File: src/rtl/key_answer_encoder_if.sv
// key_answer_encoder_if
//   Bundles the key-pad side and the game side of the answer encoder.
//   master : the game/stimulus side (drives btn, busy, clear_count)
//   slave  : the encoder (drives answer, answer_strobe, multi_err, press_count)
//   btn           raw async push-buttons, bit i = note key i
//   busy          melody playback in progress, presses not accepted
//   clear_count   one-cycle request to zero press_count
//   answer        note code 1..8 of the held key, 0 when none accepted
//   answer_strobe one-cycle pulse per accepted press
//   multi_err     one-cycle pulse when a multi-key press is rejected
//   press_count   saturating accepted-press count
interface key_answer_encoder_if;
  logic [7:0] btn;
  logic       busy;
  logic       clear_count;
  logic [3:0] answer;
  logic       answer_strobe;
  logic       multi_err;
  logic [6:0] press_count;

  modport master (
    output btn, busy, clear_count,
    input  answer, answer_strobe, multi_err, press_count
  );

  modport slave (
    input  btn, busy, clear_count,
    output answer, answer_strobe, multi_err, press_count
  );
endinterface

File: src/rtl/key_answer_encoder.sv
// key_answer_encoder
//   Debounces eight note keys, converts a single held key into a note code
//   (key i -> i+1), pulses answer_strobe once per accepted press and keeps a
//   saturating count of accepted presses. Multi-key presses are rejected with
//   a multi_err pulse. A key roll-over never produces a second strobe: every
//   key must be released (and the release debounced) before the next press.
// Ports
//   clk    system clock, everything on posedge
//   reset  synchronous, active-high
//   kif    key_answer_encoder_if.slave (btn/busy/clear_count in,
//          answer/answer_strobe/multi_err/press_count out)
// Parameters
//   DEBOUNCE_CYCLES  number of stable samples needed to accept press/release
//                    (must be >= 2)
//   COUNT_W          debounce counter width
module key_answer_encoder #(
  parameter int DEBOUNCE_CYCLES = 100000,
  parameter int COUNT_W         = 24
) (
  input  logic                 clk,
  input  logic                 reset,
  key_answer_encoder_if.slave  kif
);

  typedef enum logic [1:0] {
    IDLE       = 2'd0,
    DB_PRESS   = 2'd1,
    PRESSED    = 2'd2,
    DB_RELEASE = 2'd3
  } state_t;

  // The sample that starts debouncing counts as the first stable sample, so
  // the counter "reaches" DEBOUNCE_CYCLES-1 on the edge that takes the last
  // stable sample. This gives press latency 2 (sync) + DEBOUNCE_CYCLES.
  localparam logic [COUNT_W-1:0] CNT_LAST = COUNT_W'(DEBOUNCE_CYCLES - 1);
  localparam logic [6:0]         CNT_SAT  = 7'd127;

  // ---------------------------------------------------------------------
  // Two-flop synchronizer on the raw buttons
  // ---------------------------------------------------------------------
  logic [7:0] btn_m, btn_s;

  always_ff @(posedge clk) begin
    if (reset) begin
      btn_m <= '0;
      btn_s <= '0;
    end else begin
      btn_m <= kif.btn;
      btn_s <= btn_m;
    end
  end

  // Note code for a one-hot vector; zero and multi-hot give 0 (no code).
  function automatic logic [3:0] note_code(input logic [7:0] v);
    logic [3:0] c;
    c = 4'd0;
    for (int i = 0; i < 8; i++) begin
      if (v == (8'h01 << i)) c = 4'(i + 1);
    end
    return c;
  endfunction

  // ---------------------------------------------------------------------
  // FSM state and datapath registers
  // ---------------------------------------------------------------------
  state_t             state_q, state_d;
  logic [COUNT_W-1:0] cnt_q, cnt_d, cnt_inc;
  logic [7:0]         cand_q, cand_d;
  logic [3:0]         answer_q, answer_d;
  logic               strobe_q, strobe_d;
  logic               merr_q, merr_d;
  logic [6:0]         count_q;
  logic [3:0]         cand_code;

  assign cnt_inc   = cnt_q + 1'b1;
  assign cand_code = note_code(cand_q);

  always_ff @(posedge clk) begin
    if (reset) begin
      state_q  <= IDLE;
      cnt_q    <= '0;
      cand_q   <= '0;
      answer_q <= '0;
      strobe_q <= 1'b0;
      merr_q   <= 1'b0;
    end else begin
      state_q  <= state_d;
      cnt_q    <= cnt_d;
      cand_q   <= cand_d;
      answer_q <= answer_d;
      strobe_q <= strobe_d;
      merr_q   <= merr_d;
    end
  end

  always_comb begin
    state_d  = state_q;
    cnt_d    = cnt_q;
    cand_d   = cand_q;
    answer_d = answer_q;
    strobe_d = 1'b0;
    merr_d   = 1'b0;

    case (state_q)
      IDLE: begin
        // busy only blocks starting a new press
        if (btn_s != 8'h00 && !kif.busy) begin
          cand_d  = btn_s;
          cnt_d   = '0;
          state_d = DB_PRESS;
        end
      end

      DB_PRESS: begin
        if (btn_s == 8'h00) begin
          cnt_d   = '0;
          state_d = IDLE;
        end else if (btn_s != cand_q) begin
          // pattern still settling: follow it and restart the count
          cand_d = btn_s;
          cnt_d  = '0;
        end else if (cnt_inc == CNT_LAST) begin
          cnt_d = '0;
          if (kif.busy) begin
            // silently rejected; wait for a full release
            state_d = DB_RELEASE;
          end else if (cand_code != 4'd0) begin
            answer_d = cand_code;
            strobe_d = 1'b1;
            state_d  = PRESSED;
          end else begin
            merr_d  = 1'b1;
            state_d = DB_RELEASE;
          end
        end else begin
          cnt_d = cnt_inc;
        end
      end

      PRESSED: begin
        // any change (release or roll-over) goes to release debounce
        if (btn_s != cand_q) begin
          cnt_d   = '0;
          state_d = DB_RELEASE;
        end
      end

      DB_RELEASE: begin
        // answer keeps its value here until the release is accepted
        if (btn_s != 8'h00) begin
          cnt_d = '0;
        end else if (cnt_inc == CNT_LAST) begin
          cnt_d    = '0;
          cand_d   = '0;
          answer_d = 4'd0;
          state_d  = IDLE;
        end else begin
          cnt_d = cnt_inc;
        end
      end

      default: begin
        state_d = IDLE;
        cnt_d   = '0;
        cand_d  = '0;
      end
    endcase
  end

  // ---------------------------------------------------------------------
  // Press counter: increments with the strobe, clear wins over increment
  // ---------------------------------------------------------------------
  always_ff @(posedge clk) begin
    if (reset) begin
      count_q <= '0;
    end else if (kif.clear_count) begin
      count_q <= '0;
    end else if (strobe_d && count_q != CNT_SAT) begin
      count_q <= count_q + 7'd1;
    end
  end

  assign kif.answer        = answer_q;
  assign kif.answer_strobe = strobe_q;
  assign kif.multi_err     = merr_q;
  assign kif.press_count   = count_q;

endmodule

File: src/flat_wrapper.sv
// flat-port wrapper written by rule: the top's interface ports become plain ports
module key_answer_encoder_flat 
#(
  parameter int DEBOUNCE_CYCLES = 100000,
  parameter int COUNT_W         = 24
)
  (clk, reset, kif_btn, kif_busy, kif_clear_count, kif_answer, kif_answer_strobe, kif_multi_err, kif_press_count);
  key_answer_encoder_if kif_i ();
  input  logic clk;
  input  logic reset;
  input wire logic [$bits(kif_i.btn)-1:0] kif_btn;
  input wire logic [$bits(kif_i.busy)-1:0] kif_busy;
  input wire logic [$bits(kif_i.clear_count)-1:0] kif_clear_count;
  output wire logic [$bits(kif_i.answer)-1:0] kif_answer;
  output wire logic [$bits(kif_i.answer_strobe)-1:0] kif_answer_strobe;
  output wire logic [$bits(kif_i.multi_err)-1:0] kif_multi_err;
  output wire logic [$bits(kif_i.press_count)-1:0] kif_press_count;
  assign kif_i.btn = kif_btn;
  assign kif_i.busy = kif_busy;
  assign kif_i.clear_count = kif_clear_count;
  assign kif_answer = kif_i.answer;
  assign kif_answer_strobe = kif_i.answer_strobe;
  assign kif_multi_err = kif_i.multi_err;
  assign kif_press_count = kif_i.press_count;
  key_answer_encoder #(.DEBOUNCE_CYCLES(DEBOUNCE_CYCLES), .COUNT_W(COUNT_W)) u_core (.clk(clk), .reset(reset), .kif(kif_i));
endmodule
File: config.mk
export PLATFORM = sky130hd
export DESIGN_NAME = key_answer_encoder_flat
export DESIGN_NICKNAME = d
export VERILOG_FILES = /design/src/rtl/key_answer_encoder_if.sv /design/src/rtl/key_answer_encoder.sv /design/src/flat_wrapper.sv
export SDC_FILE = /design/constraint.sdc
export NUM_CORES = 1
export LEC_CHECK = 0
export CAP_MARGIN = 20
export CORE_ASPECT_RATIO = 0.7
export CORE_MARGIN = 1
export CORE_UTILIZATION = 51
export DETAILED_ROUTE_END_ITERATION = 8
export GPL_TIMING_DRIVEN = 0
export PLACE_DENSITY = 0.78
export SYNTH_ARGS = -nofsm -noshare
export SYNTH_HDL_FRONTEND = slang
export SYNTH_SLANG_ARGS = --single-unit
File: constraint.sdc
create_clock -name clk -period 5.65 [get_ports clk]
set_clock_uncertainty 0.2 [all_clocks]
set_input_delay 1.695 -clock clk [delete_from_list [all_inputs] [get_ports clk]]
set_output_delay 1.695 -clock clk [all_outputs]
set_load 0.02 [all_outputs]
==> reports/summary.txt, run 1 <==
================================================================================
Result of the run ................................................. complete, no violations
Final Hold Fails ..................................................            0
Total die area .................................................... 0.00744 sq mm
Count of nets after finishing .....................................          505
Clock Sinks .......................................................           63
End of the worst hold path ........................................ u_core.btn_s[2]$_SDFF_PP0_
Worst skew pair latency ...........................................       340 ps
Post-DRT Antenna Nets .............................................            0
Combined area of all synthesized cells ............................ 0.00362 sq mm
Hold-critical path depth ..........................................            1
Data required time at the worst endpoint ..........................      5720 ps
Detailed-routing iteration count for the pre-antenna-repair pass ..            5
Post-synthesis sequential element count ...........................           63
Clk network pwr share .............................................        41.3%
Setup crit end kind ...............................................    flip-flop
Cell Rows .........................................................           25
Cell Pwr Density ..................................................  224 mW/mm^2
Worst hold margin .................................................       241 ps
Static leakage ....................................................   0.00145 uW
Drt drc ...........................................................            0
Reported max-cap violation count ..................................            0
CTS tree ..........................................................        built
Reported net switching power ......................................       235 uW
Ratio of cells with drive above 1 in the final layout .............        8.08%
Final setup violation count .......................................            0
Clock transition at the registers of the reported paths ...........        70 ps
Vias ..............................................................         3545
Final cell utilization of the core ................................        61.5%
Number of top-level pins ..........................................           25
Hold Buf Count CTS ................................................            0
Pin count of the biggest net entering global routing ..............           11
Core area ......................................................... 0.00679 sq mm
Residual overflow from global routing .............................            0
Fraction of power consumed by sequential logic ....................        48.9%
Number of enable flip-flop cells after synthesis ..................            0
Vias in the first global route ....................................         3040
Final standard cell count with taps included and fillers excluded .          589
Starting density of the core ......................................        53.3%
Synthesized Nets ..................................................          469
Cell count after synthesis ........................................          454
Post-synth top area share .........................................        34.9%
Slew at the pin closest to its max-slew limit .....................      1060 ps
Period utilization ................................................        68.4%
Worst hold path startpoint ........................................ u_core.btn_m[2]$_SDFF_PP0_
Number of distinct library cells after synthesis ..................           59
Number of input and output port buffers inserted ..................           24
Antenna violations before repair ..................................            0
# Post-CTS Setup Buffers ..........................................            0
Max VDD drop ......................................................       131 uV
Remaining max-slew budget at the tightest pin .....................        28.8%
Antenna diodes ....................................................            0
Internal power summed over all cells ..............................       699 uW
Clock buffer depth ................................................            2
First-iteration detailed-routing DRC count ........................          303
Type of element launching the critical path ....................... primary input
Total wire length after detailed routing ..........................      9050 um
Area growth, synth to finish ......................................        15.5%
Worst Reg-to-Reg Cells ............................................            9
Worst setup path category ......................................... primary input to flip-flop
Synthesis warning total ...........................................            0
Die outline width .................................................       103 um
Worst flop-to-flop path endpoint .................................. u_core.cnt_q[18]$_SDFFE_PP0P_
Biggest area contributors in the synthesized netlist .............. dfxtp_1 35%, nand2_1 6.0%, o21ai_0 3.7%, xnor2_1 3.4%, nand3_1 3.2%
H-tree depth ......................................................            3
First-pass GRT wire length ........................................     14800 um
Top cell type by total area after synthesis .......................      dfxtp_1
R2R Setup Slk .....................................................      1900 ps
Root buffer cell ..................................................     clkbuf_8
TritonCTS buffer count ............................................            9
Min cycle time layout .............................................      3870 ps
Tightest Hold Check Type .......................................... flip-flop to flip-flop
Most numerous cell in the Yosys netlist ...........................      dfxtp_1
Largest fanout on the critical path ...............................           10
Top flip-flop cell by instance count after synthesis ..............      dfxtp_1
Final-layout setup total negative slack ...........................         0 ps
Final estimated routing congestion in global placement ............        0.931
Combinational share of power ......................................         9.8%
Critical register-to-register path startpoint ..................... u_core.cnt_q[0]$_SDFFE_PP0P_
Wire length per cell ..............................................      15.4 um
Detail Placement HPWL .............................................      6440 um
Register area share after synthesis ...............................        34.9%
Die boundary height ...............................................      72.5 um
Maximum achievable frequency ......................................      259 MHz
# resized after CTS ...............................................            0
Syn avg cell area .................................................   7.96 sq um
Setup repair after global routing missed its margin ...............        false
Final Slew Violations .............................................            0
Arrival time worst endpoint .......................................      3930 ps
Number of placed cells counting well taps .........................          573
FFs w/ async S/R, synth ...........................................           0%
Commonest cells post-synth ........................................ 63 x dfxtp_1, 58 x nand2_1, 28 x nor2_1, 27 x o21ai_0, 23 x nand3_1
Total power .......................................................       935 uW
All-layer global routing usage ....................................        26.1%
Vias per cell .....................................................         6.02
Proportion of total power due to net switching ....................        25.2%
================================================================================
-- layout make-up --
type                            instances  area [sq um]
Multi-Input combinational cell        338          2110
Clock inverter                          4          45.0
Tap cell                               94           118
Buffer                                 37           189
Inverter                               16          60.1
Sequential cell                        63          1260
Fill cell                             576          2610
Timing Repair Buffer                   25           251
Clock buffer                           12           145
-- cell families (layout without fill, tap and decap cells) --
logic type | Yosys count | in the layout | synth area share (%)
mux | 5 | 5 | 1.38
simple gates | 212 | 212 | 32.5
compound gates | 101 | 101 | 19.2
buf+inv | 53 | 94 | 6.89
fa+ha+maj | 3 | 3 | 1.04
xor+xnor | 17 | 17 | 4.12
flops | 63 | 63 | 34.9
-- flip-flops by register name (all words and copies together) (netlist names), named ones only --
signal / count
u_core.btn_m: 8
u_core.cnt_q: 24
u_core.kif.press_count: 7
u_core.btn_s: 8
u_core.kif.answer_strobe: 1
u_core.kif.answer: 4
u_core.kif.multi_err: 1
u_core.state_q: 1
u_core.cand_q: 8
-- worst max-delay path by stage --
stage,start,endpoint,depth (start not counted)
finish,reset,u_core.cnt_q[7]$_SDFFE_PP0P_,8
global route,reset,u_core.cnt_q[7]$_SDFFE_PP0P_,8
CTS,reset,u_core.cnt_q[17]$_SDFFE_PP0P_,7
detailed placement,reset,u_core.cnt_q[23]$_SDFFE_PP0P_,7
global placement,reset,u_core.cand_q[2]$_SDFFE_PP0P_,5
floorplan,kif_busy,u_core.cand_q[0]$_SDFFE_PP0P_,5
-- through the flow --
step	instance area, sq um	worst slack [ps]
after floorplan	3620	2250
after global placement	3970	1350
after detailed placement	3990	1490
after CTS	4180	1840
after global routing	4180	1630
final	4180	1780
-- cells in the final DEF, fill, tap and decap left out, drive strengths merged, types with 4 or more instances in the layout --
cell,count
nand3,24
nor2,28
o211ai,8
dfxtp,63
and2,5
buf,16
a21oi,17
xnor2,14
nand4,18
a22oi,6
nand4b,6
nor4,12
o41ai,9
o31ai,4
clkdlybuf4s50,24
inv,16
nor2b,18
and3,7
mux2i,5
o21ai,27
or4,8
nand2,58
or3,12
nor3,7
clkbuf,33
-- power groups by stage --
stage / combinational (uW) / sequential, uW / clock [uW]
after floorplan: 60.8 / 466 / 0
after global placement: 84.9 / 467 / 0
after detailed placement: 88.3 / 467 / 0
after CTS: 89.1 / 457 / 390
after global routing: 99.3 / 458 / 413
final: 91.2 / 457 / 386
-- worst max-delay path, cell delays in order --
cell and delay [ps]:
clkdlybuf4s50_1 440, clkbuf_1 250, inv_1 270, and2_1 160
clkbuf_1 450, clkbuf_1 470, nand2_1 100, o211ai_1 90
-- metal layers --
layer  global-route usage (%)  vias up  share of wire (%)
met1                     37.8     1632                 48
li1                         -     1741                  -
met4                     6.51        0                1.3
met3                     6.65       14                8.8
met2                     38.4      158                 42
met5                        0        -                  0
Power figures use the tool's default switching activity.
==> inputs of run 2 (changes only) <==
--- a/config.mk
+++ b/config.mk
@@ -11,7 +11,7 @@
 export CORE_UTILIZATION = 51
 export DETAILED_ROUTE_END_ITERATION = 8
 export GPL_TIMING_DRIVEN = 0
-export PLACE_DENSITY = 0.78
+export PLACE_DENSITY = 0.8
 export SYNTH_ARGS = -nofsm -noshare
 export SYNTH_HDL_FRONTEND = slang
 export SYNTH_SLANG_ARGS = --single-unit
==> constraint.sdc (replaced) <==
create_clock -name clk -period 3.25 [get_ports clk]
set_clock_uncertainty 0.2 [all_clocks]
set_input_delay 0.975 -clock clk [delete_from_list [all_inputs] [get_ports clk]]
set_output_delay 0.975 -clock clk [all_outputs]
set_load 0.02 [all_outputs]
==> run 2 against run 1 <==
- clock power rose by 77%
- clock-buffer cell count fell by 1
- flip-flop and latch count did not move
- hold slack barely moved
- non-clock buffer count rose by 6
- sequential share of layout area fell by 0.89 points
- critical path depth rose by 4
- worst setup slack got worse by 1700 ps
- sequential power rose by 74%
- final cell count rose by 1.0%
- global-route usage fell by 0.65 points
- largest cell class unchanged
- largest power group unchanged
==> reports/summary.txt, run 2 (synthesis results as in run 1) <==
===============================================================================
Post-placement cell area ......................................... 0.00399 sq mm
Hold-critical path depth .........................................            1
Number of top-level pins .........................................           25
Clock buffer depth ...............................................            2
Pin count of the biggest net entering global routing .............           12
Final estimated routing congestion in global placement ...........        0.942
Clk network pwr share ............................................        41.5%
Number of input and output port buffers inserted .................           24
Drt drc ..........................................................            0
Min cycle time layout ............................................      3150 ps
Total routed wire length on the met1 layer .......................      4430 um
Antenna violations before repair .................................            0
Proportion of total power due to net switching ...................        25.9%
Arrival time worst endpoint ......................................      3180 ps
Worst hold path startpoint ....................................... u_core.btn_m[1]$_SDFF_PP0_
Detailed-routing iteration count for the pre-antenna-repair pass .            5
H-tree depth .....................................................            3
Setup crit end kind ..............................................    flip-flop
Area growth, synth to finish .....................................        19.5%
Tightest Hold Check Type ......................................... flip-flop to flip-flop
CTS tree .........................................................        built
Residual overflow from global routing ............................            0
Period utilization ...............................................        96.9%
Remaining max-slew budget at the tightest pin ....................        47.1%
Die boundary height ..............................................      72.5 um
Antenna diodes ...................................................            0
Result of the run ................................................ complete, no violations
Setup repair after global routing missed its margin ..............         true
Die outline width ................................................       103 um
Cell Pwr Density .................................................  381 mW/mm^2
Worst hold margin ................................................       241 ps
Final Hold Fails .................................................            0
First-pass GRT wire length .......................................     14600 um
Combinational share of power .....................................        10.3%
Reported net switching power .....................................       427 uW
Vias in the first global route ...................................         3031
Fraction of power consumed by sequential logic ...................        48.2%
End of the worst hold path ....................................... u_core.btn_s[1]$_SDFF_PP0_
Commonest cells after routing, fill and taps aside ............... 61 x dfxtp_1, 58 x nand2_1, 27 x o21ai_0, 26 x nor2_1, 24 x clkdlybuf4s50_1
Register with the highest flop count ............................. u_core.cnt_q
Slew at the pin closest to its max-slew limit ....................       774 ps
TritonCTS buffer count ...........................................            9
Detail Placement HPWL ............................................      6530 um
Final Slew Violations ............................................            0
Vias .............................................................         3581
Slowest cell on crit path ........................................        or4_4
Final setup violation count ......................................            0
Vias per cell ....................................................         6.02
Worst skew pair latency ..........................................       340 ps
Hold Buf Count CTS ...............................................            0
Worst setup path category ........................................ flip-flop to flip-flop
Static leakage ...................................................   0.00151 uW
Starting density of the core .....................................        53.3%
Count of nets after finishing ....................................          511
Max VDD drop .....................................................       208 uV
Reported max-cap violation count .................................            0
Total die area ................................................... 0.00744 sq mm
Wire length per cell .............................................      15.5 um
Type of element launching the critical path ......................    flip-flop
Worst flop-to-flop path endpoint ................................. u_core.cnt_q[3]$_SDFFE_PP0P_
Post-DRT Antenna Nets ............................................            0
Sum of met2 wire segment lengths after detailed routing ..........      3880 um
Crit-path max cell delay .........................................       520 ps
# fillers ........................................................          568
Largest fanout on the critical path ..............................           10
Most frequent CP cell ............................................        buf_6
Maximum achievable frequency .....................................      317 MHz
Core area ........................................................ 0.00679 sq mm
Data required time at the worst endpoint .........................      3280 ps
Clock transition at the registers of the reported paths ..........        80 ps
First-iteration detailed-routing DRC count .......................          368
Critical register-to-register path startpoint .................... u_core.cnt_q[3]$_SDFFE_PP0P_
Highest metal layer used by the detailed router ..................         met4
Cell Rows ........................................................           25
Commonest non-fill, non-tap cell in the layout ...................      dfxtp_1
R2R Setup Slk ....................................................       100 ps
Cells traversed along the worst timing path ...................... buf_6 > nand4_4 > buf_6 > or4_4 > buf_6 > a21oi_4 > o211ai_1 > or4_4 > buf_6 > buf_2 > a32oi_1 > o21ai_0
Met3 WL post-DR ..................................................       726 um
Root buffer cell .................................................     clkbuf_8
Final cell utilization of the core ...............................        63.6%
Final design instance area without fill .......................... 0.00432 sq mm
Internal power summed over all cells .............................      1220 uW
Worst Reg-to-Reg Cells ...........................................           12
All-layer global routing usage ...................................        25.4%
Total power ......................................................      1650 uW
Clock Sinks ......................................................           63
Number of flip-flops in the largest register .....................           24
Ratio of cells with drive above 1 in the final layout ............        12.6%
Total wire length after detailed routing .........................      9200 um
===============================================================================
-- run 2: per-stage QoR --
step                setup WS, ps  std cells  TNS [ps]
floorplan                    189        454         0
global placement            -372        572     -8160
detailed placement          -455        573    -10970
CTS                         10.9        589         0
global route               -47.8        595     -61.7
finish                      99.6        595         0
-- run 2: timing repair --
item                                    in CTS  in global routing
gates resized for setup                     10                 12
pin swaps                                    2                  4
endpoints found under the setup margin      34                 33
gates cloned                                 0                  0
setup buffers                                0                  5
-- run 2: worst max-delay path: cells and delay by family, from the launching register on --
family,cells,cell delay (ps)
simple gates,3,1130
flops,1,330
compound gates,4,560
buf+inv,5,820
-- run 2: how the worst max path moves through the flow --
stage	from	to	slack, ps	cells after the start
floorplan	u_core.cnt_q[0]$_SDFFE_PP0P_	u_core.cnt_q[3]$_SDFFE_PP0P_	190	10
finish	u_core.cnt_q[3]$_SDFFE_PP0P_	u_core.cnt_q[3]$_SDFFE_PP0P_	100	12
detailed placement	u_core.cnt_q[0]$_SDFFE_PP0P_	u_core.cnt_q[23]$_SDFFE_PP0P_	-460	9
global route	u_core.cnt_q[12]$_SDFFE_PP0P_	u_core.cnt_q[3]$_SDFFE_PP0P_	-50	9
global placement	u_core.cnt_q[0]$_SDFFE_PP0P_	u_core.cnt_q[18]$_SDFFE_PP0P_	-370	9
CTS	u_core.cnt_q[0]$_SDFFE_PP0P_	u_core.cnt_q[3]$_SDFFE_PP0P_	10	11
-- run 2: cell type report --
class / count / area, sq um / area share, %
Multi-Input combinational cell: 338 / 2190 / 50.7
Clock inverter: 5 / 57.6 / 1.33
Clock buffer: 11 / 141 / 3.27
Inverter: 16 / 60.1 / 1.39
Buffer: 37 / 194 / 4.49
Tap cell: 94 / 118 / 2.72
Timing Repair Buffer: 31 / 294 / 6.81
Sequential cell: 63 / 1270 / 29.3
-- run 2: per-layer routing --
layer | vias up | global-route usage (%)
met3 | 17 | 6.84
met2 | 163 | 35.1
li1 | 1743 | -
met5 | - | 0
met4 | 0 | 9.84
met1 | 1658 | 37.1
-- run 2: power groups by stage --
stage | Combinational (uW) | Clock, uW | Sequential, uW
floorplan | 106 | 0 | 809
detailed placement | 154 | 0 | 812
finish | 169 | 684 | 795
global route | 183 | 731 | 796
CTS | 155 | 695 | 795
global placement | 147 | 0 | 811
==> inputs of run 3 (changes only) <==
--- a/config.mk
+++ b/config.mk
@@ -8,10 +8,10 @@
 export CAP_MARGIN = 20
 export CORE_ASPECT_RATIO = 0.7
 export CORE_MARGIN = 1
-export CORE_UTILIZATION = 51
+export CORE_UTILIZATION = 50
 export DETAILED_ROUTE_END_ITERATION = 8
 export GPL_TIMING_DRIVEN = 0
-export PLACE_DENSITY = 0.8
+export PLACE_DENSITY = 0.79
 export SYNTH_ARGS = -nofsm -noshare
 export SYNTH_HDL_FRONTEND = slang
 export SYNTH_SLANG_ARGS = --single-unit
==> run 3 against run 2 <==
- wire length is 1.4% higher
- clock power down 8.3%
- global-route usage shrank 0.40 points
- utilization decreased by 1.1 points
- via count increased by 0.87%
- flip-flop and latch count unchanged
- critical path type unchanged
- critical endpoint is now u_core.cnt_q[4]$_SDFFE_PP0P_
- highest routed layer unchanged
==> reports/summary.txt, run 3 (synthesis results as in run 1) <==
================================================================================
Result of the run ................................................. complete, no violations
Family with the most delay on the worst path ...................... simple AND/OR/NAND/NOR gates
TritonCTS buffer count ............................................            9
Buf/Inv on CP .....................................................            4
Ratio of cells with drive above 1 in the final layout .............        12.4%
Vias per cell .....................................................         6.08
Highest metal layer used by the detailed router ...................         met4
Clock transition at the registers of the reported paths ...........        80 ps
Remaining max-slew budget at the tightest pin .....................        34.1%
Drt drc ...........................................................            0
First-pass GRT wire length ........................................     14900 um
Number of placed cells counting well taps .........................          573
Setup crit end kind ...............................................    flip-flop
Final standard cell count with taps included and fillers excluded .          594
Period utilization ................................................        96.6%
Static leakage ....................................................   0.00150 uW
Residual overflow from global routing .............................            0
Internal power summed over all cells ..............................      1130 uW
Vias in the first global route ....................................         2983
Total wire length after detailed routing ..........................      9320 um
Cell Rows .........................................................           25
Core area ......................................................... 0.00688 sq mm
Antenna violations before repair ..................................            0
Post-DRT Antenna Nets .............................................            0
Final Hold Fails ..................................................            0
Root buffer cell ..................................................     clkbuf_8
Data required time at the worst endpoint ..........................      3280 ps
Area growth, synth to finish ......................................        19.1%
Slew at the pin closest to its max-slew limit .....................       983 ps
Largest fanout on the critical path ...............................           10
Starting density of the core ......................................        52.5%
H-tree depth ......................................................            3
Die outline width .................................................       104 um
Type of element launching the critical path .......................    flip-flop
Cells traversed along the worst timing path ....................... buf_6 > nand4_4 > buf_6 > or4_4 > buf_6 > a21oi_4 > o211ai_1 > or4_4 > nand2_1 > clkbuf_2 > o21ai_0
Total die area .................................................... 0.00758 sq mm
Min cycle time layout .............................................      3140 ps
Cell Pwr Density ..................................................  368 mW/mm^2
Sum of met2 wire segment lengths after detailed routing ...........      3990 um
Arrival time worst endpoint .......................................      3170 ps
Tightest Hold Check Type .......................................... flip-flop to flip-flop
Worst setup path category ......................................... flip-flop to flip-flop
Total power .......................................................      1580 uW
Maximum achievable frequency ......................................      319 MHz
CTS tree ..........................................................        built
Number of input and output port buffers inserted ..................           24
Number of flip-flops in the largest register ......................           24
Reported max-cap violation count ..................................            0
Proportion of total power due to net switching ....................        28.8%
Max VDD drop ......................................................       195 uV
Crit-path max cell delay ..........................................       520 ps
Slowest cell on crit path .........................................        or4_4
Register with the highest flop count .............................. u_core.cnt_q
Fraction of power consumed by sequential logic ....................        50.1%
Vias ..............................................................         3612
Met3 WL post-DR ...................................................       992 um
Pin count of the biggest net entering global routing ..............           14
Detailed-routing iteration count for the pre-antenna-repair pass ..            5
Hold Buf Count CTS ................................................            0
Total routed wire length on the met1 layer ........................      4230 um
Reported net switching power ......................................       457 uW
Die boundary height ...............................................      73.2 um
Commonest cells after routing, fill and taps aside ................ 61 x dfxtp_1, 58 x nand2_1, 27 x nor2_1, 26 x o21ai_0, 24 x clkdlybuf4s50_1
Clock buffer depth ................................................            2
All-layer global routing usage ....................................        25.0%
Combinational share of power ......................................        10.3%
First-iteration detailed-routing DRC count ........................          279
Final estimated routing congestion in global placement ............        0.899
Detail Placement HPWL .............................................      6490 um
Final setup violation count .......................................            0
Final Slew Violations .............................................            0
Antenna diodes ....................................................            0
Worst skew pair latency ...........................................       350 ps
Clock Sinks .......................................................           63
Count of nets after finishing .....................................          510
Number of top-level pins ..........................................           25
Clk network pwr share .............................................        39.6%
Commonest non-fill, non-tap cell in the layout ....................      dfxtp_1
Most frequent CP cell .............................................        buf_6
Wire length per cell ..............................................      15.7 um
================================================================================
run 3: changes by cell type in the layout (fill, tap and decap cells not counted), moves of 2 or more:
cell | before | now
nor4_2 | 2 | 0
clkbuf_1 | 19 | 17
clkinv_4 | 0 | 2
nor2_2 | 2 | 0
inv_6 | 0 | 2
run 3: final timing paths:
path	cells after the start	endpoint	slack, ps	from
max	11	u_core.cnt_q[4]$_SDFFE_PP0P_	110	u_core.cnt_q[3]$_SDFFE_PP0P_
min	1	u_core.btn_s[2]$_SDFF_PP0_	240	u_core.btn_m[2]$_SDFF_PP0_
max reg2reg	11	u_core.cnt_q[4]$_SDFFE_PP0P_	110	u_core.cnt_q[3]$_SDFFE_PP0P_
min reg2reg	1	u_core.btn_s[2]$_SDFF_PP0_	240	u_core.btn_m[2]$_SDFF_PP0_
run 3: power groups by stage:
stage,Combinational (uW),Clock [uW],Sequential (uW)
5_1_grt,178,675,794
3_3_place_gp,148,0,811
6_report,164,627,793
2_1_floorplan,106,0,809
4_1_cts,153,639,794
3_5_place_dp,152,0,812
run 3: per-layer routing:
metal	track usage [%]	up-vias
li1	-	1742
met1	35.6	1678
met2	37.3	176
met3	6.79	16
met4	6.60	0
met5	0	-
run 3: cell type report:
cell class,count,area [sq um]
fillers,606,2580
multi-input cells,338,2190
flip-flops and latches,63,1270
repair buffers,31,290
plain buffers,36,193
clock buffers,9,124
well taps,94,118
inverters,16,60.1
clock inverters,7,57.6
run 3: timing repair:
action / in CTS / in global routing
resized for setup: 9 / 16
setup buffers: 2 / 4
setup endpoints to repair: 33 / 32
endpoints found under the hold margin: 0 / 0
pin swaps: 2 / 3
run 3: metrics by stage:
step	instance area (sq um)	hold WS, ps	worst slack [ps]	util (%)	setup TNS [ps]
final	4310	240	111	62.6	0
after global placement	3970	219	-345	57.7	-7630
after detailed placement	3980	222	-450	57.8	-9040
after global routing	4310	261	-1.32	62.6	-1.32
after floorplan	3620	214	189	-	0
after CTS	4220	241	50.3	61.3	0
